--- config.mk ---
export PLATFORM = sky130hd
export DESIGN_NAME = cdc_hs_tx
export DESIGN_NICKNAME = d
export VERILOG_FILES = /design/src/rtl/cdc_hs_tx.sv
export SDC_FILE = /design/constraint.sdc
export NUM_CORES = 1
export LEC_CHECK = 0
export CAP_MARGIN = 20
export CORE_AREA = 2 2 39 41
export CTS_BUF_LIST = sky130_fd_sc_hd__clkbuf_8
export CTS_CLUSTER_SIZE = 12
export DETAILED_ROUTE_END_ITERATION = 12
export DIE_AREA = 0 0 41 43
export GPL_TIMING_DRIVEN = 0
export PLACE_DENSITY = 0.81
export SLEW_MARGIN = 20
export SYNTH_ARGS = -nofsm -noshare
export SYNTH_HDL_FRONTEND = slang
export SYNTH_SLANG_ARGS = --single-unit
--- constraint.sdc ---
create_clock -name clk -period 2.52 [get_ports clk]
set_input_delay 0.504 -clock clk [delete_from_list [all_inputs] [get_ports clk]]
set_output_delay 0.504 -clock clk [all_outputs]
set_load 0.01 [all_outputs]
--- src/rtl/cdc_hs_tx.sv ---
// cdc_hs_tx: source side of a 4-phase req/ack CDC handshake; optional phase timeout under CDC_HS_TIMEOUT_EN
module cdc_hs_tx #(
  parameter int DATA_W      = 8,
  parameter int SYNC_STAGES = 2,
  parameter int TIMEOUT_CYC = 255
) (
  input  logic              clk,
  input  logic              rst,
  input  logic              src_valid,
  input  logic [DATA_W-1:0] src_data,
  output logic              src_ready,
  output logic              xfer_req,
  output logic [DATA_W-1:0] xfer_data,
  input  logic              xfer_ack,
  output logic              done,
  output logic              busy,
  output logic              err,
  input  logic              err_clr
);
  typedef enum logic [1:0] {S_IDLE, S_REQ, S_DROP} state_t;
  state_t r_state, w_next;
  logic [SYNC_STAGES-1:0] r_sync;
  logic [DATA_W-1:0] r_data;
  logic r_req, r_done, r_err;
  logic w_ack_s, w_accept, w_to, w_req_d, w_done_d, w_tmo;
  always_ff @(posedge clk or posedge rst)
    if (rst) r_sync <= '0;
    else r_sync <= {r_sync[SYNC_STAGES-2:0], xfer_ack};
  assign w_ack_s = r_sync[SYNC_STAGES-1];
  always_ff @(posedge clk or posedge rst)
    if (rst) r_state <= S_IDLE;
    else r_state <= w_next;
  always_comb begin
    w_next = (r_state == S_IDLE) ? (w_accept ? S_REQ : S_IDLE)
           : (r_state == S_REQ)  ? (w_ack_s ? S_DROP : (w_to ? S_IDLE : S_REQ))
           : ((!w_ack_s || w_to) ? S_IDLE : S_DROP);
  end
  always_comb begin
    src_ready = (r_state == S_IDLE) && !w_ack_s;
    w_accept  = src_ready && src_valid;
    busy      = r_state != S_IDLE;
    w_req_d   = w_next == S_REQ;
    w_done_d  = (r_state == S_DROP) && !w_ack_s;
    w_tmo     = w_to && (w_next == S_IDLE) && !w_done_d;
  end
`ifdef CDC_HS_TIMEOUT_EN
  localparam int CNT_W = $clog2(TIMEOUT_CYC + 1);
  logic [CNT_W-1:0] r_cnt;
  // restarts on every state change, so each phase gets its own budget
  always_ff @(posedge clk or posedge rst)
    if (rst) r_cnt <= '0;
    else r_cnt <= (w_next != r_state || r_state == S_IDLE) ? '0 : r_cnt + CNT_W'(1);
  assign w_to = (r_state != S_IDLE) && (r_cnt == CNT_W'(TIMEOUT_CYC - 1));
`else
  assign w_to = 1'b0;
`endif
  always_ff @(posedge clk or posedge rst)
    if (rst) begin
      r_req  <= 1'b0;
      r_done <= 1'b0;
      r_err  <= 1'b0;
      r_data <= '0;
    end else begin
      r_req  <= w_req_d;
      r_done <= w_done_d;
      r_err  <= w_tmo | (r_err & ~err_clr);
      if (w_accept) r_data <= src_data;
    end
  assign xfer_req  = r_req;
  assign xfer_data = r_data;
  assign done      = r_done;
  assign err       = r_err;
endmodule
* Word-level counts from Yosys, hierarchy flattened *
Index checks and enable logic that the tools add are counted.

word-level totals
  memories = 0
  output and inout port bits = 13
  bits in writable memories = 0
  flip-flop bits (word level) = 15
  bits of input ports = 13
  bits in latches = 0
  logic and storage cells = 22
  bits in read-only memories = 0

cells by class
  multipliers = 0
  add/sub/neg operators = 0
  eq/ne operators = 3
  reductions and logical operators = 6
  muxes and demuxes = 5
  magnitude comparators = 0
  div/mod/pow operators = 0
  bitwise logic cells = 2
  shift-type cells = 0

operator list
  cell                                                                    count
  2-bit two-way mux                                                       4
  2-bit by 1-bit equality test with 1-bit output (second input constant)  2
  1-bit logical AND                                                       3
  2-bit equality test (second input constant)                             1
  2-bit logical NOT                                                       1
  2-bit nonzero test                                                      1
  1-bit bitwise AND                                                       1
  1-bit logical NOT                                                       1
  1-bit two-way mux                                                       1
  1-bit NOT                                                               1

* Depth between registers and ports, before layout *
Gate-level depths: netlist (run 1).

  word-level depth = 6
  depth in mapped cells = 2
  depth with buffers taken out = 2

* Least setup slack after synthesis (run 1) *
Ideal clock, no wire load.

  path type = register -> output
  from = register r_state[0]
  to = output src_ready
  stages on the path, launching flop included = 3
  required time = 2.016 ns
  arrival = 0.929 ns
  path buffers = 0
  path slack = 1.087 ns
  cell sequence = dfrtp_1 -> or2_2 -> nor2_1

between the ends
  cells in the longest elaborated chain, start to end = 2

ends and longest elaborated chain
  what                      RTL line  text
  start: declaration        21        state_t r_state, w_next;
  start signal: assignment  32        else r_state <= w_next;
  2-bit logical NOT         39        src_ready = (r_state == S_IDLE) && !w_ack_s;
  1-bit logical AND         39
  end: declaration          11        output logic src_ready,

No other way between the ends.

* Final worst setup path (run 1) *
Same ends and word-level chain as after synthesis.

==> results of run 1 <==
## kinds of logic after synthesis
kind of cell,after synthesis
flops,15
simple gates,9
mux,8
buf+inv,1
## flip-flops by register name (all words and copies together), names as in the netlist
name	cells
done	1
xfer_data	8
xfer_req	1
r_sync	2
err	1
r_state	2
## layout by cell type, fill, tap and decap left out
master           netlist  routed
clkdlybuf4s50_1        0      25
dfrtp_1               15      15
mux2_2                 8       8
clkbuf_8               0       3
nor2_1                 2       2
nor3_1                 2       2
nor4b_4                1       1
or2_2                  1       1
and2_1                 1       1
nor3b_1                1       1
nor2b_1                1       1
inv_1                  1       1
clkinv_2               0       1
## how the worst min path moves through the flow
stage | depth (start not counted) | from | endpoint
after global placement | 0 | r_sync[0]$_DFF_PP0_ | r_sync[1]$_DFF_PP0_
after CTS | 0 | r_sync[0]$_DFF_PP0_ | r_sync[1]$_DFF_PP0_
after floorplan | 0 | r_sync[0]$_DFF_PP0_ | r_sync[1]$_DFF_PP0_
after detailed placement | 0 | r_sync[0]$_DFF_PP0_ | r_sync[1]$_DFF_PP0_
final | 0 | r_sync[0]$_DFF_PP0_ | r_sync[1]$_DFF_PP0_
after global routing | 0 | r_sync[0]$_DFF_PP0_ | r_sync[1]$_DFF_PP0_
## area by class of cell
class | instances | area (sq um)
well taps | 16 | 20.0
multi-input cells | 17 | 158
clock inverters | 1 | 5.00
clock buffers | 3 | 41.3
inverters | 1 | 3.75
repair buffers | 25 | 250
flip-flops and latches | 15 | 375
fillers | 127 | 531
## power breakdown
group	internal, mW	switching (mW)	total [mW]
clock	0.109	0.0773	0.186
sequential	0.279	0.0201	0.299
combinational	0.108	0.0518	0.160
total	0.496	0.149	0.645
## worst register-to-register path, cell delays in order (launching register included)
cell	delay, ns
dfrtp_1	0.42
nor4b_4	0.59
mux2_2	0.41
## per-layer routing
metal,share of wire [%],vias to the layer above
met1,38,178
met2,53,15
met3,9.3,0
met5,0,-
li1,-,170
met4,0,0
## Yosys cell counts
cell type	number
nor2_1	2
nor4b_4	1
inv_1	1
nor3_1	2
nor2b_1	1
mux2_2	8
or2_2	1
and2_1	1
dfrtp_1	15
nor3b_1	1
## through the flow
stage / worst slack [ns] / cells / total power, mW / area [sq um] / util (%)
after floorplan: 1.09 / 33 / 0.366 / 537 / -
after global placement: 0.484 / 74 / 0.462 / 807 / 58.3
after detailed placement: 0.467 / 74 / 0.467 / 807 / 58.3
after CTS: 0.376 / 78 / 0.656 / 853 / 61.7
after global routing: 0.348 / 78 / 0.682 / 853 / 61.7
final: 0.391 / 78 / 0.645 / 853 / 61.7
==> run_results.csv, run 1 <==
group,metric,value,unit
timing,period_needed,2.13,ns
timing,final_max_slew_viol_count,0,
place,portBuffers,25,
final_layout,fin_nets,76,
grt,grt_start_max_net_pins,16,
place,place_congestion,0.585,
floorplan,die_h,43,um
yosys,yosysWarningCount,0,
routing,drt-pass1-iter-count,1,
yosys,synth-adder-area-share,0,%
timing,rsz0062_at_grt,"no",
grt,top_usage_layer,"met2",
grt,track_usage,12.0,%
place,dp_hpwl,745,um
yosys,seq_area_frac_synth,69.9,%
routing,wl,940,um
grt,grt_antenna_before_repair,0,
setup_path,r2r_cells,2,
setup_path,max_stage_delay,0.54,ns
final_layout,drive_gt1_share,22.6,%
final_layout,diodes,0,
yosys,synth_top_family_by_area,"multiplexers",
setup_path,r2r_setup_slack,0.99,ns
setup_path,r2r_end,"xfer_data[6]$_DFFE_PP0P_",
grt,grt_pass1_vias,365,
floorplan,die_w,41,um
clocking,insertion_delay,0.24,ns
grt,globalRouteMet1Util,13.4,%
floorplan,rows,14,
setup_path,crit_path_start,"r_state[0]$_DFF_PP0_",
clocking,cts.reportedPaths.clkPinSlew,0.06,ns
setup_path,cp_num_buf_inv,1,
setup_path,cp.depth,3,
floorplan,initial_utilization,38.8,%
setup_path,endpoint,"src_ready",
yosys,synth_seq_cells,15,
timing,slew_headroom,61.4,%
yosys,synth_area,537,sq um
grt,overflow,0,
yosys,netlist_top_cells_area,"dfrtp_1, mux2_2, nor4b_4",
power,power_leakage,0.365,nW
clocking,numCtsBuffers,3,
timing,tightest_slew,0.576,ns
run_status,status,"complete, no violations",
floorplan,coreArea,1380,sq um
timing,fin_skew,0.00486,ns
clocking,cts.sinks,15,
yosys,synth_compound_area_share,0,%
grt,grt_pass1_wl,1410,um
clocking,ctsHoldBuffers,0,
setup_path,cp.required,2.02,ns
clocking,ctsLongestPathBuffers,2,
yosys,synth.distinct_cells,10,
grt,use_met2,19.4,%
routing,wl_per_cell,12.1,um
yosys,synthSimpleGateAreaFrac,12.6,%
routing,ant_nets,0,
routing,vias,363,
clocking,cts_tree,"done",
timing,clock.fmax,470,MHz
clocking,cts_setup_buffers,0,
yosys,synthXorXnorAreaFrac,0,%
setup_path,arrival,1.63,ns
setup_path,worstPathMaxFanout,4,
yosys,yosysTopAreaCell,"dfrtp_1",
setup_path,crit_chain,"or2_2 -> nor2_1 -> clkdlybuf4s50_1",
setup_path,crit_path_start_kind,"flop",
setup_path,endpoint_kind,"output port",
yosys,syn_avg_cell_area,16.3,sq um
setup_path,critPathSlowestCell,"clkdlybuf4s50_1",
routing,routed_via_density,4.65,
clocking,cts_resized,0,
timing,hold_slack,0.352,ns
yosys,synth_mux_area_share,16.8,%
clocking,clock_tree.root_cell,"clkbuf_8",
routing,drc,0,
setup_path,reg2reg_from,"r_state[0]$_DFF_PP0_",
floorplan,num_io_pins,26,
timing,fin_setup_tns,0,ns
grt,met3_usage,3.66,%
timing,setup_viol,0,
run,drv_cap,0,
setup_path,worstSetupPathType,"flop to output port",
timing,period_share,84.5,%
yosys,syn_nets,46,
yosys,yosys.area.top_type_share,69.9,%
timing,final_hold_viol_count,0,
power,p_per_area,756,nW/um^2
min_path,min_path_type,"flop to flop",
routing,drtIter0Drc,0,
final_layout,area_delta_synth_final,59.0,%
yosys,synthCells,33,
setup_path,worst_path_dominant_cell_family,"buffers and inverters",
clocking,htree_levels,1,
power,ir_drop,375,uV
floorplan,dieArea,1760,sq um
(Power assumes the default switching activity.)
==> run 2: changes to the inputs <==
CORE_AREA = not set   (was 2 2 39 41)
CORE_MARGIN = 2   (was not set)
CORE_UTILIZATION = 40   (was not set)
DIE_AREA = not set   (was 0 0 41 43)
PLACE_DENSITY = 0.8   (was 0.81)
clock period = 2.2 ns   (was 2.52 ns; I/O delays follow)
==> run_results.csv, run 2 (synthesized netlist as in run 1, its figures left out) <==
group,metric,value,unit
place,dp_hpwl,661,um
clocking,cts.reportedPaths.clkPinSlew,0.06,ns
setup_path,r2r_setup_slack,0.66,ns
timing,tightest_slew,0.599,ns
clocking,ctsHoldBuffers,0,
clocking,numCtsBuffers,3,
grt,grt_pass1_vias,353,
routing,wl,924,um
setup_path,crit_path_start_kind,"flop",
final_layout,drive_gt1_share,21.0,%
floorplan,die_h,40.6,um
power,power_leakage,0.366,nW
timing,period_share,93.6,%
routing,wl_per_cell,12.0,um
final_layout,diodes,0,
clocking,htree_levels,1,
clocking,cts_resized,0,
routing,top_layer_used,"met4",
final_layout,final_cell_mix,"clkdlybuf4s50_1, dfrtp_1, mux2_2",
min_path,min_path_type,"flop to flop",
routing,vias,362,
final_layout,area_delta_synth_final,58.5,%
floorplan,coreArea,1270,sq um
routing,wl_met2,400,um
timing,period_needed,2.06,ns
final_layout,fillCellCount,100,
place,place_congestion,0.591,
floorplan,num_io_pins,26,
min_path,hold_depth,0,
setup_path,arrival,1.62,ns
grt,grt_start_max_net_pins,16,
grt,grt_antenna_before_repair,0,
final_layout,multi_input_area,158,sq um
timing,setup_viol,0,
run,drv_cap,0,
grt,grt_pass1_wl,1510,um
timing,fin_setup_tns,0,ns
timing,slew_headroom,59.9,%
floorplan,initial_utilization,42.3,%
setup_path,cp.required,1.76,ns
timing,final_hold_viol_count,0,
final_layout,final_util,67.1,%
final_layout,fin_nets,76,
clocking,insertion_delay,0.24,ns
routing,wl_met1,425,um
floorplan,rows,13,
final_layout,largest_reg_flops,8,
min_path,whs_endpoint,"r_sync[1]$_DFF_PP0_",
clocking,cts_setup_buffers,0,
setup_path,reg2reg_from,"r_state[1]$_DFF_PP0_",
routing,drt-pass1-iter-count,2,
timing,final_max_slew_viol_count,0,
grt,track_usage,14.2,%
timing,rsz0062_at_grt,"no",
routing,drc,0,
grt,overflow,0,
routing,wl_met3,91,um
setup_path,crit_chain,"or2_2 -> nor2_1 -> clkdlybuf4s50_1",
clocking,cts.sinks,15,
setup_path,max_stage_delay,0.54,ns
routing,drtIter0Drc,3,
setup_path,crit_path_start,"r_state[1]$_DFF_PP0_",
place,portBuffers,25,
routing,routed_via_density,4.70,
setup_path,critPathSlowestCell,"clkdlybuf4s50_1",
setup_path,endpoint_kind,"output port",
timing,fin_skew,0.00261,ns
routing,ant_nets,0,
run_status,status,"complete, no violations",
clocking,clock_tree.root_cell,"clkbuf_8",
clocking,cts_tree,"done",
setup_path,worstPathMaxFanout,5,
setup_path,r2r_end,"xfer_data[3]$_DFFE_PP0P_",
setup_path,worstSetupPathType,"flop to output port",
timing,clock.fmax,486,MHz
final_layout,ff_latch_area,375,sq um
floorplan,die_w,40.6,um
clocking,ctsLongestPathBuffers,2,
floorplan,dieArea,1650,sq um
power,ir_drop,514,uV
final_layout,final_common_cell,"clkdlybuf4s50_1",
min_path,hp-start,"r_sync[0]$_DFF_PP0_",
power,p_per_area,866,nW/um^2
setup_path,r2r_cells,2,
[run 2: worst max-delay path by stage]
| stage | cells past startpoint | slack (ns) | endpoint |
|---|---|---|---|
| after floorplan | 2 | 0.82 | xfer_data[0]$_DFFE_PP0P_ |
| after global placement | 3 | 0.24 | xfer_data[0]$_DFFE_PP0P_ |
| after detailed placement | 3 | 0.21 | xfer_data[1]$_DFFE_PP0P_ |
| after CTS | 3 | 0.14 | src_ready |
| after global routing | 3 | 0.08 | src_ready |
| final | 3 | 0.14 | src_ready |
[run 2: per-stage QoR]
step / hold slack [ns] / area, sq um / power [mW] / worst slack, ns / instances
finish: 0.353 / 851 / 0.737 / 0.141 / 77
global route: 0.365 / 851 / 0.779 / 0.0795 / 77
CTS: 0.358 / 851 / 0.743 / 0.136 / 77
detailed placement: 0.340 / 806 / 0.533 / 0.207 / 73
global placement: 0.331 / 806 / 0.531 / 0.241 / 73
floorplan: 0.331 / 537 / 0.419 / 0.821 / 33
[run 2: worst max-delay path, delay by kind of cell (launching register included)]
| family | cells | cell delay [ns] |
|---|---|---|
| buffers and inverters | 1 | 0.54 |
| and+or+nand+nor | 2 | 0.41 |
| DFF | 1 | 0.44 |
[run 2: metal layers]
metal	vias up	global-route usage, %
met3	2	5.98
li1	169	-
met1	173	19.9
met4	0	5.00
met5	-	0
met2	18	19.4
[run 2: area by class of cell]
type,count,share of cell area (%)
inverter,1,0.441
clock buffer,3,4.85
tap,15,2.21
clock inverter,1,0.441
timing repair buffer,25,29.4
sequential,15,44.1
multi-input combinational,17,18.5
[run 2: report_power, final]
part           internal (mW)  switching (mW)  leakage (nW)
combinational          0.124          0.0596         0.156
sequential             0.319          0.0245         0.184
clock                  0.123          0.0872        0.0269
==> run 3: changes to the inputs <==
ABC_AREA = 1   (was not set)
CORE_UTILIZATION = 41   (was 40)
CTS_BUF_LIST = sky130_fd_sc_hd__clkbuf_2 sky130_fd_sc_hd__clkbuf_4 sky130_fd_sc_hd__clkbuf_8   (was sky130_fd_sc_hd__clkbuf_8)
==> run_results.csv, run 3 <==
group,metric,value,unit
timing,final_max_slew_viol_count,0,
power,ir_drop,524,uV
setup_path,worstSetupPathType,"flop to output port",
yosys,synth-adder-area-share,0,%
setup_path,r2r_setup_slack,1.07,ns
final_layout,instances_no_fill,98,
timing,slew_headroom,63.7,%
clocking,cts_tree,"done",
clocking,cts_setup_buffers,0,
yosys,yosysTopAreaCell,"dfrtp_1",
clocking,ctsLongestPathBuffers,2,
yosys,synthXorXnorAreaFrac,0,%
yosys,synth_compound_area_share,1.30,%
place,portBuffers,24,
setup_path,max_stage_delay,0.53,ns
min_path,hold_depth,0,
grt,grt_start_max_net_pins,16,
setup_path,cp.required,1.76,ns
timing,fin_setup_tns,0,ns
min_path,min_path_type,"flop to flop",
place,numPlacedInstances,94,
timing,tightest_slew,0.544,ns
yosys,yosys.area.top_type_share,64.8,%
routing,drc,0,
floorplan,num_io_pins,26,
routing,vias,466,
grt,track_usage,14.3,%
final_layout,diodes,0,
routing,wl,1160,um
floorplan,initial_utilization,44.0,%
setup_path,r2r_cells,4,
final_layout,final_cell_area,871,sq um
min_path,whs_endpoint,"r_sync[1]$_DFF_PP0_",
yosys,synthTopCellsByCount,"nand2_1, dfrtp_1, nand4_1",
final_layout,final_cell_mix,"clkdlybuf4s50_1, nand2_1, dfrtp_1",
final_layout,fillCellCount,112,
yosys,yosysMostFrequentCell,"nand2_1",
yosys,synth_top_family_by_area,"simple AND/OR/NAND/NOR gates",
power,p_per_area,773,nW/um^2
setup_path,critPathSlowestCell,"clkdlybuf4s50_1",
clocking,cts.reportedPaths.clkPinSlew,0.10,ns
yosys,seq_area_frac_synth,64.8,%
floorplan,coreArea,1320,sq um
final_layout,drive_gt1_share,9.64,%
clocking,clock_tree.root_cell,"clkbuf_4",
yosys,syn_avg_cell_area,10.5,sq um
setup_path,cp_num_buf_inv,3,
grt,grt_antenna_before_repair,0,
final_layout,area_delta_synth_final,50.3,%
grt,overflow,0,
yosys,synth_seq_cells,15,
setup_path,worstPathMaxFanout,10,
place,dp_hpwl,868,um
yosys,synth_area,579,sq um
setup_path,reg2reg_from,"r_state[0]$_DFF_PP0_",
setup_path,crit_chain,"inv_1 -> buf_4 -> nand2_1 -> clkdlybuf4s50_1",
place,place_congestion,0.736,
yosys,synthSimpleGateAreaFrac,29.2,%
routing,drt-pass1-iter-count,4,
final_layout,largest_reg_flops,8,
floorplan,dieArea,1730,sq um
grt,grt_pass1_vias,402,
min_path,hp-start,"r_sync[0]$_DFF_PP0_",
final_layout,fin_nets,97,
floorplan,die_h,41.6,um
power,power_leakage,0.416,nW
routing,drtIter0Drc,8,
timing,rsz0062_at_grt,"no",
yosys,synth-async-reset-ratio,100,%
yosys,syn_nets,68,
timing,clock.fmax,498,MHz
floorplan,rows,13,
clocking,insertion_delay,0.28,ns
timing,period_share,91.2,%
yosys,synth.distinct_cells,11,
routing,wl_per_cell,11.9,um
yosys,synth_mux_area_share,0,%
timing,final_hold_viol_count,0,
setup_path,arrival,1.57,ns
floorplan,die_w,41.6,um
timing,fin_skew,0.00313,ns
setup_path,crit_path_start_kind,"flop",
yosys,netlist_top_cells_area,"dfrtp_1, nand2_1, nand4_1",
setup_path,endpoint_kind,"output port",
run_status,status,"complete, no violations",
routing,routed_via_density,4.76,
place,dpl_cell_area,838,sq um
routing,ant_nets,0,
timing,setup_viol,0,
yosys,synth_top_flop_cell,"dfrtp_1",
yosys,yosysWarningCount,0,
clocking,htree_levels,1,
grt,grt_pass1_wl,1800,um
yosys,synth_edf_count,0,
clocking,numCtsBuffers,3,
final_layout,final_common_cell,"clkdlybuf4s50_1",
setup_path,r2r_end,"xfer_data[2]$_DFFE_PP0P_",
timing,period_needed,2.01,ns
run,drv_cap,0,
yosys,synthCells,55,
setup_path,worst_path_dominant_cell_family,"buffers and inverters",
clocking,cts.sinks,15,
run 3: changes by cell type after synthesis, moves of 3 or more:
| cell | previous run | this run |
|---|---|---|
| nand2_1 | 0 | 17 |
| mux2_2 | 8 | 0 |
| nand4_1 | 0 | 8 |
| inv_1 | 1 | 4 |
run 3: what timing repair did:
item / 4_1_cts / 5_1_grt
setup endpoints to repair: 0 / 1
gates resized for setup: 0 / 1
hold buffers: 0 / 0
run 3: routing by layer:
metal  share of wire, %  track usage (%)  routed length (um)  vias to the layer above
li1                   -                -                   -                      238
met1                 43             17.6                 497                      210
met2                 51             22.2                 593                       16
met3                5.2             5.65                  61                        2
met4               0.86             5.81                  10                        0
met5                  0                0                   0                        -
run 3: how the worst max path moves through the flow:
stage | depth (start not counted) | from | endpoint
floorplan | 4 | r_state[1]$_DFF_PP0_ | src_ready
global placement | 5 | r_state[1]$_DFF_PP0_ | src_ready
detailed placement | 5 | r_state[1]$_DFF_PP0_ | src_ready
CTS | 5 | r_state[1]$_DFF_PP0_ | src_ready
global route | 4 | r_state[1]$_DFF_PP0_ | busy
finish | 4 | r_state[1]$_DFF_PP0_ | busy
run 3: logic make-up (layout without fill, tap and decap cells):
group	count (synthesis)	count (layout)
and+or+nand+nor	33	33
DFF	15	15
buffers and inverters	6	34
AOI/OAI and AO/OA	1	1
run 3: metrics by stage:
stage	total power, mW	setup WS [ns]	util, %	hold WS [ns]
floorplan	0.410	0.825	-	0.331
global placement	0.511	0.394	63.6	0.335
detailed placement	0.520	0.380	63.6	0.345
CTS	0.682	0.0542	65.9	0.367
global route	0.715	0.106	66.1	0.379
finish	0.673	0.193	66.1	0.363
run 3: power by group:
| group | switching (mW) | total, mW | leakage, nW | internal (mW) |
|---|---|---|---|---|
| clock | 0.0932 | 0.162 | 0.0139 | 0.0691 |
| combinational | 0.0753 | 0.175 | 0.213 | 0.0993 |
| sequential | 0.0231 | 0.336 | 0.189 | 0.313 |
run 3: area by class of cell:
cell class	count	area (sq um)	share of cell area, %
buffer	2	12.5	1.44
clock buffer	3	22.5	2.59
clock inverter	1	7.51	0.862
inverter	4	15.0	1.72
multi-input combinational	34	176	20.3
sequential	15	375	43.1
tap	15	18.8	2.16
timing repair buffer	24	243	27.9
